===== src/rtl/rng_arb_pkg.sv =====
// Shared types and defaults for rng_share_arbiter and its round-robin picker.
package rng_arb_pkg;

    typedef enum logic [0:0] {
        StIdle   = 1'b0,
        StSettle = 1'b1
    } arb_state_e;

    localparam int unsigned DEFAULT_N_REQ  = 4;
    localparam int unsigned DEFAULT_WIDTH  = 16;
    localparam int unsigned DEFAULT_STRIDE = 4;

    // Settle counter width; a stride of 1 still needs a one-bit counter.
    function automatic int unsigned cnt_width(input int unsigned stride);
        return (stride > 1) ? int'($clog2(stride)) : 1;
    endfunction

endpackage


===== src/rtl/rr_picker.sv =====
// Rotating-priority selector: first set request at or above ptr, wrapping upward.
module rr_picker #(
    parameter int unsigned N_REQ = 4,
    parameter int unsigned IDX_W = 2
) (
    input  logic [N_REQ-1:0] req,
    input  logic [IDX_W-1:0] ptr,
    output logic [N_REQ-1:0] winner,
    output logic [IDX_W-1:0] idx
);

    logic              found;
    logic [31:0]       sum;
    logic [IDX_W-1:0]  pos;

    always_comb begin
        winner = '0;
        idx    = '0;
        found  = 1'b0;
        sum    = '0;
        pos    = '0;
        for (int unsigned i = 0; i < N_REQ; i++) begin
            sum = 32'(ptr) + i;
            if (sum >= N_REQ) begin
                sum = sum - N_REQ;
            end
            pos = IDX_W'(sum);
            if (!found && req[pos]) begin
                found       = 1'b1;
                winner[pos] = 1'b1;
                idx         = pos;
            end
        end
    end

endmodule


===== src/rtl/rng_share_arbiter.sv =====
// Round-robin sharing of the LFSR word among N_REQ consumers.
// Define RNG_ARB_SETTLE_GUARD_EN to enforce STRIDE LFSR shifts between deliveries.
module rng_share_arbiter
    import rng_arb_pkg::*;
#(
    parameter int unsigned N_REQ  = DEFAULT_N_REQ,
    parameter int unsigned WIDTH  = DEFAULT_WIDTH,
    parameter int unsigned STRIDE = DEFAULT_STRIDE
) (
    input  logic             clk,
    input  logic             rst_n,
    input  logic             en,
    input  logic [WIDTH-1:0] rnd_number,
    input  logic [N_REQ-1:0] req,
    output logic [N_REQ-1:0] gnt,
    output logic [WIDTH-1:0] rnd_out,
    output logic             rnd_valid,
    output logic             busy
);

    localparam int unsigned IDX_W = (N_REQ > 1) ? $clog2(N_REQ) : 1;

    logic [IDX_W-1:0] ptr_q, ptr_d;
    logic [N_REQ-1:0] gnt_q, gnt_d;
    logic [WIDTH-1:0] rnd_q, rnd_d;
    logic             valid_q, valid_d;
    logic [N_REQ-1:0] pick;
    logic [IDX_W-1:0] pick_idx;
    logic             eligible;
    logic             fire;

    rr_picker #(
        .N_REQ(N_REQ),
        .IDX_W(IDX_W)
    ) u_picker (
        .req   (req),
        .ptr   (ptr_q),
        .winner(pick),
        .idx   (pick_idx)
    );

    assign fire = eligible & en & (|req);

`ifdef RNG_ARB_SETTLE_GUARD_EN
    localparam int unsigned          CNT_W    = cnt_width(STRIDE);
    localparam logic [CNT_W-1:0]     CNT_LAST = CNT_W'(STRIDE - 1);

    arb_state_e       state_q, state_d;
    logic [CNT_W-1:0] cnt_q, cnt_d;

    always_comb begin
        state_d = state_q;
        cnt_d   = cnt_q;
        unique case (state_q)
            StIdle: begin
                if (fire) begin
                    state_d = StSettle;
                end
            end
            StSettle: begin
                // Counter tracks LFSR shifts, so it only moves while enabled.
                if (en) begin
                    if (cnt_q == CNT_LAST) begin
                        state_d = StIdle;
                        cnt_d   = '0;
                    end else begin
                        cnt_d = cnt_q + 1'b1;
                    end
                end
            end
            default: state_d = StSettle;
        endcase
    end

    always_ff @(posedge clk or negedge rst_n) begin
        if (!rst_n) begin
            state_q <= StSettle;
            cnt_q   <= '0;
        end else begin
            state_q <= state_d;
            cnt_q   <= cnt_d;
        end
    end

    assign eligible = (state_q == StIdle);
    assign busy     = (state_q != StIdle);
`else
    // STRIDE only matters with the settle guard.
    logic unused_stride;
    assign unused_stride = ^STRIDE;
    assign eligible      = 1'b1;
    assign busy          = 1'b0;
`endif

    always_comb begin
        gnt_d   = '0;
        valid_d = 1'b0;
        rnd_d   = rnd_q;
        ptr_d   = ptr_q;
        if (fire) begin
            gnt_d   = pick;
            valid_d = 1'b1;
            rnd_d   = rnd_number;
            ptr_d   = (pick_idx == IDX_W'(N_REQ - 1)) ? '0 : pick_idx + 1'b1;
        end
    end

    always_ff @(posedge clk or negedge rst_n) begin
        if (!rst_n) begin
            ptr_q   <= '0;
            gnt_q   <= '0;
            rnd_q   <= '0;
            valid_q <= 1'b0;
        end else begin
            ptr_q   <= ptr_d;
            gnt_q   <= gnt_d;
            rnd_q   <= rnd_d;
            valid_q <= valid_d;
        end
    end

    assign gnt       = gnt_q;
    assign rnd_out   = rnd_q;
    assign rnd_valid = valid_q;

endmodule


===== config.mk =====
export PLATFORM = sky130hd
export DESIGN_NAME = rng_share_arbiter
export DESIGN_NICKNAME = d
export VERILOG_FILES = /design/src/rtl/rng_arb_pkg.sv /design/src/rtl/rr_picker.sv /design/src/rtl/rng_share_arbiter.sv
export SDC_FILE = /design/constraint.sdc
export NUM_CORES = 1
export LEC_CHECK = 0
export BUFFER_PORTS_ARGS = -buffer_cell sky130_fd_sc_hd__buf_2
export CORE_MARGIN = 5
export CORE_UTILIZATION = 40
export CTS_BUF_LIST = sky130_fd_sc_hd__clkbuf_8
export CTS_CLUSTER_SIZE = 14
export DETAILED_ROUTE_END_ITERATION = 10
export MAX_ROUTING_LAYER = met4
export PLACE_DENSITY_LB_ADDON = 0.2
export SETUP_SLACK_MARGIN = 0.5
export SLEW_MARGIN = 20
export SYNTH_ARGS = -nofsm -noshare
export SYNTH_HDL_FRONTEND = slang
export SYNTH_SLANG_ARGS = --single-unit

===== constraint.sdc =====
create_clock -name clk -period 3 [get_ports clk]
set_input_delay 0.15 -clock clk [delete_from_list [all_inputs] [get_ports clk]]
set_output_delay 0.15 -clock clk [all_outputs]
set_load 0.02 [all_outputs]

==> impl_results.md <==
* Die area at about 4700 µm²
* Tmin final at ~2.3 ns
* Setup TNS at 0 ns
* Htree depth at 1
* Reg-to-reg critical path startpoint: ptr_q[1]$_DFFE_PN0P_
* Crit-path cells: inv_1 > ha_2 > mux4_2 > nor2b_4 > o21ai_2 > o31ai_2 > xor2_1 > o21ai_1
* Async SR Flop Fraction at between 90% and 100%
* Routed wire per std cell at about 13 µm
* Die Span X at slightly below 70 µm
* Top_reg_cell synth: dfrtp_1
* Total grt overflow at 0
* Crit path to: ptr_q[1]$_DFFE_PN0P_
* Max cap viols at 0
* Routability cong. at between 0.8 and 0.9
* Starting DRT DRC Count at 60
* Synthesized flop and latch total at 23
* Most numerous cell in the Yosys netlist: nand2_1
* Arr. time, crit path at between 2 and 2.5 ns
* # IOs at between 40 and 50
* Overall routed net length at 2935 µm
* CP delay by family, top: flip-flops
* Overall Power at ~1.3 mW
* Post-DR vias/cell at about 4.8
* Later-pin clock latency in the skew report at between 0.2 and 0.3 ns
* Pre-Repair DR Iteration Count at 4
* Slew Viols, Final at 0
* Util after Layout at between 40% and 50%
* Pwr Density at around 800 nW/µm²
* Max transition margin at 39.70%
* Sequential area share after synthesis at 42.47%
* RSZ-0062 raised after global routing: false
* Layout cells sized above 1 at 32.26%
* Critical path fanouts, max at 10
* Mapped Nets at 176
* Worst Path Buf+Inv at 1
* Synthesized area per cell at between 9 and 10 µm²
* Detailed-route via count at around 1100
* YS warnings at 0
* RR Endpoint: ptr_q[1]$_DFFE_PN0P_
* CORE AREA at about 3300 µm²
* First-pass GRT wire length at between 4000 and 5000 µm
* Cell area after synthesis at around 1400 µm²
* CTS Buf Count at 3
* FF-to-FF setup slack at about 0.73 ns
* Synth area leader: dfrtp_1
* Number of synthesized flops with an enable pin at 0
* CTS tree: done
* Synth top area share at between 40% and 50%
* Final worst setup slack at roughly 0.73 ns
* Postcts setup bufs at 0
* Initial core utilization at ~41%
* Post-DP HPWL at between 2000 and 2500 µm
* Maximum clock rate at around 440 MHz
* Antenna-violating nets left at 0
* Levels on crit path at 8
* Antenna violations before repair at 0
* Critical-path top delay cell: dfrtp_2
* Layout Nets at roughly 220
* Gate Count Post-Synth at approximately 150
* Max incr delay on CP at between 0.4 and 0.5 ns
* Placed cells at 227
* # setup viols final at 0
* Die Ht at between 60 and 70 µm
* Synth cell count leaders: nand2_1 (51), dfrtp_1 (23), nor2_1 (11), ha_1 (7), a22oi_1 (5)
* VDD IR-drop max at 0.4440 mV
* Pre-CTS WS at between 0.5 and 0.6 ns
* Synthesis-to-layout area growth at 20.41%
* WS Path Type: reg2reg
* Fin crit share at around three quarters
* Port Buf Inserts at 43
* DRC violations left at 0
* Number of global-route vias before repair at approximately 1100
* Clock Sinks at 23
* Skew final at approximately 0.0055 ns
* HP Class: in2reg
* Synth area leaders: dfrtp_1 (42%), nand2_1 (14%), ha_1 (6.5%)
* Crit end category: flop
* Synth unique cells at 36
* Outcome: finished, final reports clean
* Startpoint types: flop
* Final hold violation count at 0
* Root buf cell: clkbuf_8
* FP Rows at 21
* R2R cell count at 8
* Non-filler cells, final at between 200 and 250
* Data required, critical path at slightly above 3 ns
* Largest net degree at the start of global routing at 24
* Clk buf depth at 2
* Setup crit start: ptr_q[1]$_DFFE_PN0P_
* Tot GR Track Use at a little over an eighth
* Leak at about 0.86 nW
* Worst-path clk slew at around 0.080 ns
* Slew at the pin with the worst max-slew slack at roughly 0.9 ns
* Diode count at 0
[kinds of logic (layout without fill, tap and decap cells)]
kind of cell	count (synthesis)	after routing	synth area share [%]
xor gates and xnor gates	1	1	0.6465
buffers and inverters	14	54	6.462
adders and majority gates	7	7	6.463
other	1	1	0.2767
and+or+nand+nor	69	69	21.33
AOI/OAI and AO/OA	25	25	15.14
muxes	6	6	7.202
DFF	23	23	42.47
[through the flow]
step                      cell area, µm²  hold WS [ns]
after global routing                1632       0.08052
final                               1632       0.07895
after global placement              1570        0.1407
after floorplan                     1355       -0.1456
after detailed placement            1570        0.1523
after CTS                           1627       0.07315
[timing repair]
item,4_1_cts,5_1_grt
resized for setup,0,3
hold buffers,1,0
hold endpoints to repair,23,0
endpoints found under the setup margin,0,5
[worst min-delay path by stage]
stage / from / end / slack, ns / cells past startpoint
3_5_place_dp: rst_n / rnd_out[7]$_DFFE_PN0P_ / 0.15 / 1
6_report: rnd_number[2] / rnd_out[2]$_DFFE_PN0P_ / 0.08 / 3
4_1_cts: rnd_number[2] / rnd_out[2]$_DFFE_PN0P_ / 0.07 / 3
5_1_grt: rnd_number[12] / rnd_out[12]$_DFFE_PN0P_ / 0.08 / 3
2_1_floorplan: rst_n / gnt[0]$_DFF_PN0_ / -0.15 / 0
3_3_place_gp: rst_n / rnd_out[9]$_DFFE_PN0P_ / 0.14 / 1
[layout by cell type (no fill, tap or decap), types with 3 or more instances in the layout]
master     n
a221oi_1   4
nand2_1   51
ha_1       6
buf_2     43
inv_1      3
a22oi_1    5
nor2_1    11
clkbuf_8   3
mux2i_1    3
dfrtp_1   22
a21oi_1    3
[area by class of cell]
| class | count | area [µm²] |
|---|---|---|
| Clock buffer | 3 | 41.29 |
| Clock inverter | 1 | 5.005 |
| Fill cell | 334 | 1679 |
| Inverter | 4 | 15.01 |
| Multi-Input combinational cell | 109 | 695.7 |
| Sequential cell | 23 | 576.8 |
| Tap cell | 46 | 57.56 |
| Timing Repair Buffer | 46 | 240.2 |
[where the power goes]
part	switching, mW	internal [mW]
sequential	0.0395	0.369
combinational	0.439	0.313
clock	0.0908	0.0923
total	0.569	0.774
[registers in the layout, indices dropped and copies added, names as in the netlist]
name and cells:
rnd_out 16, gnt 4, ptr_q 2, rnd_valid 1
[per-layer routing]
| layer | wire [µm] | track usage (%) | share of wire [%] |
|---|---|---|---|
| met1 | 1286 | 16.31 | 44 |
| met2 | 1442 | 22.86 | 49 |
| met3 | 174 | 1.970 | 5.9 |
| met4 | 32 | 4.467 | 1.1 |
| met5 | 0 | - | 0 |
[worst min-delay path, delay by kind of cell]
family	cells	cell delay (ns)
simple gates	2	0.08
buf+inv	1	0.07
Note: power is estimated with default switching activity, not from simulation.
